===== config.mk =====
export PLATFORM = sky130hd
export DESIGN_NAME = riscv_control_unit
export DESIGN_NICKNAME = d
export VERILOG_FILES = /design/src/rtl/rv_ctrl_pkg.sv /design/src/rtl/riscv_control_perf_counters.sv /design/src/rtl/riscv_control_unit.sv
export SDC_FILE = /design/constraint.sdc
export NUM_CORES = 1
export LEC_CHECK = 0
export BUFFER_PORTS_ARGS = -buffer_cell sky130_fd_sc_hd__buf_4
export CORE_AREA = 8 8 45 47
export DETAILED_ROUTE_END_ITERATION = 10
export DIE_AREA = 0 0 53 55
export GPL_TIMING_DRIVEN = 0
export SLEW_MARGIN = 20
export SYNTH_ARGS = -nofsm -noshare
export SYNTH_HDL_FRONTEND = slang
export SYNTH_SLANG_ARGS = --single-unit

===== constraint.sdc =====
create_clock -name vclk -period 1.3
set_input_delay 0.195 -clock vclk [all_inputs]
set_output_delay 0.195 -clock vclk [all_outputs]
set_load 0.02 [all_outputs]

===== src/rtl/rv_ctrl_pkg.sv =====
// Shared RV32I control encodings: opcodes, ALU operation classes, operand/PC/extend selects.
// Used by the control unit, decode_unit and execution_unit.
package rv_ctrl_pkg;

  localparam logic [6:0] OPC_RTYPE  = 7'b0110011;
  localparam logic [6:0] OPC_ITYPE  = 7'b0010011;
  localparam logic [6:0] OPC_LOAD   = 7'b0000011;
  localparam logic [6:0] OPC_STORE  = 7'b0100011;
  localparam logic [6:0] OPC_BRANCH = 7'b1100011;
  localparam logic [6:0] OPC_JAL    = 7'b1101111;
  localparam logic [6:0] OPC_JALR   = 7'b1100111;
  localparam logic [6:0] OPC_LUI    = 7'b0110111;
  localparam logic [6:0] OPC_AUIPC  = 7'b0010111;

  typedef enum logic [2:0] {
    ALU_RTYPE  = 3'b000,
    ALU_ITYPE  = 3'b001,
    ALU_BRANCH = 3'b010,
    ALU_JUMP   = 3'b011,
    ALU_LOAD   = 3'b100,
    ALU_STORE  = 3'b101,
    ALU_LUI    = 3'b110,
    ALU_AUIPC  = 3'b111
  } alu_op_e;

  typedef enum logic [1:0] {
    NPC_PLUS4  = 2'b00,
    NPC_BRANCH = 2'b01,
    NPC_JAL    = 2'b10,
    NPC_JALR   = 2'b11
  } next_pc_e;

  typedef enum logic [1:0] {
    OPA_RS1      = 2'b00,
    OPA_PC       = 2'b01,
    OPA_PC_PLUS4 = 2'b10,
    OPA_ZERO     = 2'b11
  } opa_sel_e;

  typedef enum logic [1:0] {
    EXT_I = 2'b00,
    EXT_U = 2'b01,
    EXT_S = 2'b10
  } ext_sel_e;

  typedef struct packed {
    logic     branch_op;
    logic     mem_read;
    alu_op_e  alu_op;
    logic     mem_write;
    next_pc_e next_pc_sel;
    opa_sel_e opa_sel;
    logic     opb_sel;
    ext_sel_e ext_sel;
    logic     reg_write;
  } ctrl_t;

  localparam ctrl_t CTRL_NOP = '0;

  // Instruction classes tracked by the optional performance counters.
  typedef enum logic [2:0] {
    CLS_R, CLS_I, CLS_LOAD, CLS_STORE, CLS_BRANCH, CLS_JUMP, CLS_UPPER, CLS_NOP
  } op_class_e;

  function automatic op_class_e classify(input logic [6:0] opc);
    case (opc)
      OPC_RTYPE:          return CLS_R;
      OPC_ITYPE:          return CLS_I;
      OPC_LOAD:           return CLS_LOAD;
      OPC_STORE:          return CLS_STORE;
      OPC_BRANCH:         return CLS_BRANCH;
      OPC_JAL, OPC_JALR:  return CLS_JUMP;
      OPC_LUI, OPC_AUIPC: return CLS_UPPER;
      default:            return CLS_NOP;
    endcase
  endfunction

endpackage


===== src/rtl/riscv_control_perf_counters.sv =====
// Per-class instruction counters for the control unit; printed on a report request.
// Only instantiated when CU_PERF_COUNTERS_EN is defined.
module riscv_control_perf_counters
  import rv_ctrl_pkg::*;
#(
  parameter int CORE = 0
) (
  input logic       clock,
  input logic       reset,
  input logic [6:0] opcode,
  input logic       report
);

  logic [31:0] cycles;
  logic [31:0] r_cnt;
  logic [31:0] i_cnt;
  logic [31:0] load_cnt;
  logic [31:0] store_cnt;
  logic [31:0] branch_cnt;
  logic [31:0] jump_cnt;
  logic [31:0] upper_cnt;
  logic [31:0] nop_cnt;

  // Exactly one class counter advances per cycle; all wrap naturally at 2^32.
  always_ff @(posedge clock) begin
    if (reset) begin
      cycles     <= '0;
      r_cnt      <= '0;
      i_cnt      <= '0;
      load_cnt   <= '0;
      store_cnt  <= '0;
      branch_cnt <= '0;
      jump_cnt   <= '0;
      upper_cnt  <= '0;
      nop_cnt    <= '0;
    end else begin
      cycles <= cycles + 32'd1;
      case (classify(opcode))
        CLS_R:      r_cnt      <= r_cnt + 32'd1;
        CLS_I:      i_cnt      <= i_cnt + 32'd1;
        CLS_LOAD:   load_cnt   <= load_cnt + 32'd1;
        CLS_STORE:  store_cnt  <= store_cnt + 32'd1;
        CLS_BRANCH: branch_cnt <= branch_cnt + 32'd1;
        CLS_JUMP:   jump_cnt   <= jump_cnt + 32'd1;
        CLS_UPPER:  upper_cnt  <= upper_cnt + 32'd1;
        default:    nop_cnt    <= nop_cnt + 32'd1;
      endcase
    end
  end

`ifndef SYNTHESIS
  // Values read here are the ones held before this edge's increment.
  always @(posedge clock) begin
    if (report && !reset)
      $display("[CU core %0d] cycles=%0d r=%0d i=%0d load=%0d store=%0d branch=%0d jump=%0d upper=%0d nop=%0d",
               CORE, cycles, r_cnt, i_cnt, load_cnt, store_cnt, branch_cnt, jump_cnt,
               upper_cnt, nop_cnt);
  end
`endif

endmodule


===== src/rtl/riscv_control_unit.sv =====
// Main RV32I pipeline decoder: purely combinational control from the ID/EX opcode.
// Optional class counters are enabled with the CU_PERF_COUNTERS_EN macro.
module riscv_control_unit
  import rv_ctrl_pkg::*;
#(
  parameter int CORE = 0
) (
  input  logic       clock,
  input  logic       reset,
  input  logic [6:0] opcode,
  input  logic       report,
  output logic       branch_op,
  output logic       memRead,
  output logic [2:0] ALUOp,
  output logic       memWrite,
  output logic [1:0] next_PC_sel,
  output logic [1:0] operand_A_sel,
  output logic       operand_B_sel,
  output logic [1:0] extend_sel,
  output logic       regWrite
);

  ctrl_t ctrl;

  // Undefined opcodes (bubbles, SYSTEM, FENCE) fall through as a NOP with no writes.
  always_comb begin
    ctrl = CTRL_NOP;
    if (!reset) begin
      case (opcode)
        OPC_RTYPE: begin
          ctrl.alu_op    = ALU_RTYPE;
          ctrl.reg_write = 1'b1;
        end
        OPC_ITYPE: begin
          ctrl.alu_op    = ALU_ITYPE;
          ctrl.opb_sel   = 1'b1;
          ctrl.ext_sel   = EXT_I;
          ctrl.reg_write = 1'b1;
        end
        OPC_LOAD: begin
          ctrl.alu_op    = ALU_LOAD;
          ctrl.mem_read  = 1'b1;
          ctrl.opb_sel   = 1'b1;
          ctrl.ext_sel   = EXT_I;
          ctrl.reg_write = 1'b1;
        end
        OPC_STORE: begin
          ctrl.alu_op    = ALU_STORE;
          ctrl.mem_write = 1'b1;
          ctrl.opb_sel   = 1'b1;
          ctrl.ext_sel   = EXT_S;
        end
        OPC_BRANCH: begin
          ctrl.alu_op      = ALU_BRANCH;
          ctrl.branch_op   = 1'b1;
          ctrl.next_pc_sel = NPC_BRANCH;
        end
        OPC_JAL: begin
          ctrl.alu_op      = ALU_JUMP;
          ctrl.next_pc_sel = NPC_JAL;
          ctrl.opa_sel     = OPA_PC_PLUS4;
          ctrl.reg_write   = 1'b1;
        end
        OPC_JALR: begin
          ctrl.alu_op      = ALU_JUMP;
          ctrl.next_pc_sel = NPC_JALR;
          ctrl.opa_sel     = OPA_PC_PLUS4;
          ctrl.opb_sel     = 1'b1;
          ctrl.ext_sel     = EXT_I;
          ctrl.reg_write   = 1'b1;
        end
        OPC_LUI: begin
          ctrl.alu_op    = ALU_LUI;
          ctrl.opa_sel   = OPA_ZERO;
          ctrl.opb_sel   = 1'b1;
          ctrl.ext_sel   = EXT_U;
          ctrl.reg_write = 1'b1;
        end
        OPC_AUIPC: begin
          ctrl.alu_op    = ALU_AUIPC;
          ctrl.opa_sel   = OPA_PC;
          ctrl.opb_sel   = 1'b1;
          ctrl.ext_sel   = EXT_U;
          ctrl.reg_write = 1'b1;
        end
        default: ctrl = CTRL_NOP;
      endcase
    end
  end

  assign branch_op     = ctrl.branch_op;
  assign memRead       = ctrl.mem_read;
  assign ALUOp         = ctrl.alu_op;
  assign memWrite      = ctrl.mem_write;
  assign next_PC_sel   = ctrl.next_pc_sel;
  assign operand_A_sel = ctrl.opa_sel;
  assign operand_B_sel = ctrl.opb_sel;
  assign extend_sel    = ctrl.ext_sel;
  assign regWrite      = ctrl.reg_write;

`ifdef CU_PERF_COUNTERS_EN
  riscv_control_perf_counters #(
    .CORE(CORE)
  ) u_perf (
    .clock (clock),
    .reset (reset),
    .opcode(opcode),
    .report(report)
  );
`else
  // Without counters the clock, report request and core index have no consumer.
  localparam int unused_core_idx = CORE;
  logic unused_perf_inputs;
  assign unused_perf_inputs = ^{clock, report};
`endif

endmodule


# Yosys cells after proc, flatten, opt, wreduce, memory -nomap -nowiden
# Index checks and enable logic that the tools add are counted.
# totals
word_cells,22
ff_bits,0
in_bits,10
output_inout_bits,14
# op_classes
reduce_logical,4
n_eq_ne,9
n_mux,9
# op_table
op,n
"equality test 7 x 6 -> 1 bit, second input constant",3
"equality test 7 bit, second input constant",3
case mux 3 bit (7 select lines),1
"equality test 7 x 5 -> 1 bit, second input constant",2
two-way mux 14 bit,1
case mux 2 bit (3 select lines),2
case mux 3 bit (3 select lines),1
"equality test 7 x 2 -> 1 bit, second input constant",1
OR reduction 7 bit,1
two-way mux 1 bit,4
OR reduction 2 bit,2
OR reduction 3 bit,1

# Logic depth before layout (Yosys ltp)
# depth
word_depth,4
ltp_mapped,5
mapped_depth_nobuf,3

# Worst setup path after synthesis
# Ideal clock, no wire load.
# synth_timing
path_type,input port to output port
startpoint,input opcode[4]
endpoint,output operand_A_sel[0]
t_arrival_ps,1344
n_path_buf,2
setup_slack_ps,-239
cell_stages,5
required_ps,1105
cell_sequence,buf_4 and2_1 nand2b_1 nor3_1 buf_4
# synth_via
elab_chain_cells,4
word_cells_on_any_way,7
cone_classes,eq/ne: 4; mux: 2; reduce/logical: 1
# synth_rtl
item,line_no,text
from (decl),riscv_control_unit.sv:10,"input logic [6:0] opcode,"
equality test 7 bit,riscv_control_unit.sv:29,case (opcode)
OR reduction 2 bit (no source line),-,
case mux 2 bit (3 select lines) (*),riscv_control_unit.sv:29,
two-way mux 14 bit (*),riscv_control_unit.sv:28,if (!reset) begin
to (decl),riscv_control_unit.sv:17,"output logic [1:0] operand_A_sel,"
# Every way passes the cells marked *; elsewhere a longest branch is shown, timed or not.

# Worst setup path after layout
# layout_timing
startpoint,input reset
endpoint,output extend_sel[1]
# layout_via
elab_chain_cells,1
# layout_rtl
item,line_no,text
from (decl),riscv_control_unit.sv:9,"input logic reset,"
two-way mux 14 bit,riscv_control_unit.sv:28,
to (decl),riscv_control_unit.sv:19,"output logic [1:0] extend_sel,"
# Every way passes these cells.

==> results.cfg <==
[run_status]
status = complete, but fails checks
violations = negative setup slack

[detailed_routing]
ant_nets = 0
route.detailed.drc = 0
drt_pass1_iterations = 3
met2_length_um = 438
wl_um = 920
wl_per_cell_um = 12.43
vias = 346
drt_iter0_markers = 4
via_per_inst = 4.676
dr_wl_met3_um = 125
m1WireLength_um = 357
top_layer = met3

[timing]
drv_slew = 0
hold_viol = 0
finalCriticalPeriod_ns = 1.490
whs_ns = 0.7210
min_period_over_period_pct = 114.6
setup_ws_ns = -0.1904
fmax_mhz = 670.9
setup_viol = 4
rsz0062_at_grt = true
relSlewSlack_pct = 85.57
worst_pin_slew_ns = 0.2147

[critical_path]
crit_chain = buf_6 > nand3b_4 > or3_4 > nor4b_4 > buf_4 > buf_6
cpMostUsedCell = buf_6
arrival_ns = 1.30
path_max_fanout = 2
worstSetupEndpointType = primary output
cp.required_ns = 1.11
critPathKind = in2out
slowest_stage = or3_4
max_stage_delay_ns = 0.39
cp-start-kind = input pin

[synthesis]
synthDistinctLibCells = 22
yosys_warnings = 0
synth_cells = 37
syn_nets = 47
netlist_area_sq_um = 254.0
ys_seq_area_share_pct = 0
syn_avg_cell_area_sq_um = 6.865

[global_route]
grt_usage_pct = 5.559
grt_pass1_vias = 322
overflow = 0
grt_antenna_before_repair = 0
grt_max_degree = 11
grt_pass1_wl_um = 1359

[final_layout]
final_common_cell = buf_4
num_antenna_cells = 0
num-nets-final = 70
final_cell_mix = 23 x buf_4, 4 x nor2_1, 3 x buf_6
area_growth_pct = 89.16
drive_gt1_share_pct = 63.79
seq_cell_count = 0
register_area_sq_um = 0
multiInputGateArea_sq_um = 250.2
clockBufferCount = 0
nFillCells = 151

[min_path]
whs_endpoint = operand_B_sel
holdPathStages = 3
hp-start = opcode[3]
hold_path_class = in2out

[floorplanning]
die_y_um = 55
initial_core_util_pct = 18.35
core-area_sq_um = 1384
rows = 14
die_w_um = 53
pin_count = 24
dieArea_sq_um = 2915

[power]
power_leakage_nw = 0.2129
irDropWorstVdd_v = 0.00005233
power.density_nw_per_um2 = 191.2
p_total_mw = 0.09186

[clock_network]
cts_hold_buf = 0

[placed_design]
port_buffers = 19
place_ws_ns = -0.2999
place_congestion = 0.7627
dpl.hpwl_um = 691.3

[run]
maxCapViolCount = 0
==> cells by family after synthesis <==
kind of cell	count (synthesis)	synth area share [%]
AND/OR/NAND/NOR	23	64.53
AO/OA/AOI/OAI	7	17.24
buffers and inverters	6	14.28
multiplexers	1	3.941
==> per-stage QoR <==
stage                     TNS [ns]  util, %  cells  instance area (sq um)
after global routing       -0.7397    34.72     74                  480.5
after floorplan            -0.5353        -     37                  259.0
after detailed placement   -0.7159    30.47     72                  421.7
after CTS                  -0.6084    32.28     74                  446.7
after global placement     -0.6681    30.47     72                  421.7
final                      -0.5662    34.72     74                  480.5
==> synth_stat cells, drive strengths merged <==
| library cell | n | area share, % |
|---|---|---|
| buf | 5 | 13 |
| a311oi | 1 | 3.4 |
| mux2i | 1 | 3.9 |
| nor2 | 6 | 8.9 |
| nor4 | 2 | 7.4 |
| nand3b | 3 | 14 |
| a31oi | 1 | 2.5 |
| nand2b | 1 | 2.5 |
| o21ai | 2 | 3.9 |
| and3b | 1 | 3.4 |
| or3 | 1 | 4.4 |
| and2 | 1 | 2.5 |
| nand2 | 3 | 4.4 |
| a21oi | 2 | 3.9 |
| nand3 | 1 | 2.0 |
| inv | 1 | 1.5 |
| nor4b | 1 | 9.4 |
| nor3 | 3 | 5.9 |
| a211o | 1 | 3.4 |
==> critical path, delay by kind of cell <==
| kind | cells | cell delay, ns |
|---|---|---|
| buffers and inverters | 3 | 0.34 |
| and+or+nand+nor | 3 | 0.76 |
==> worst max path at each step <==
stage / start / end / slack (ns)
floorplan: reset / extend_sel[1] / -0.24
global placement: reset / extend_sel[1] / -0.29
detailed placement: reset / extend_sel[1] / -0.30
CTS: reset / extend_sel[1] / -0.20
global route: reset / extend_sel[1] / -0.24
finish: reset / extend_sel[1] / -0.19
==> cell type report <==
| type | count | share of cell area, % |
|---|---|---|
| repair buffers | 21 | 35.16 |
| inverters | 1 | 0.7812 |
| plain buffers | 5 | 7.812 |
| well taps | 16 | 4.167 |
| multi-input cells | 31 | 52.08 |
==> where the power goes <==
group          total, mW  switching (mW)  internal, mW
combinational     0.0919          0.0499        0.0420
clock                  0               0             0
sequential             0               0             0
==> repair_timing <==
action | 4_1_cts | 5_1_grt
buffers inserted | 2 | 0
hold endpoints to repair | 0 | 0
endpoints found under the setup margin | 5 | 9
pin swaps | 1 | 1
gates resized for setup | 3 | 10
==> metal layers <==
| layer | global-route usage, % | vias up |
|---|---|---|
| li1 | - | 178 |
| met1 | 6.486 | 156 |
| met2 | 9.375 | 12 |
| met3 | 2.941 | 0 |
| met4 | 0 | 0 |
| met5 | 0 | - |
(Power assumes the default switching activity.)
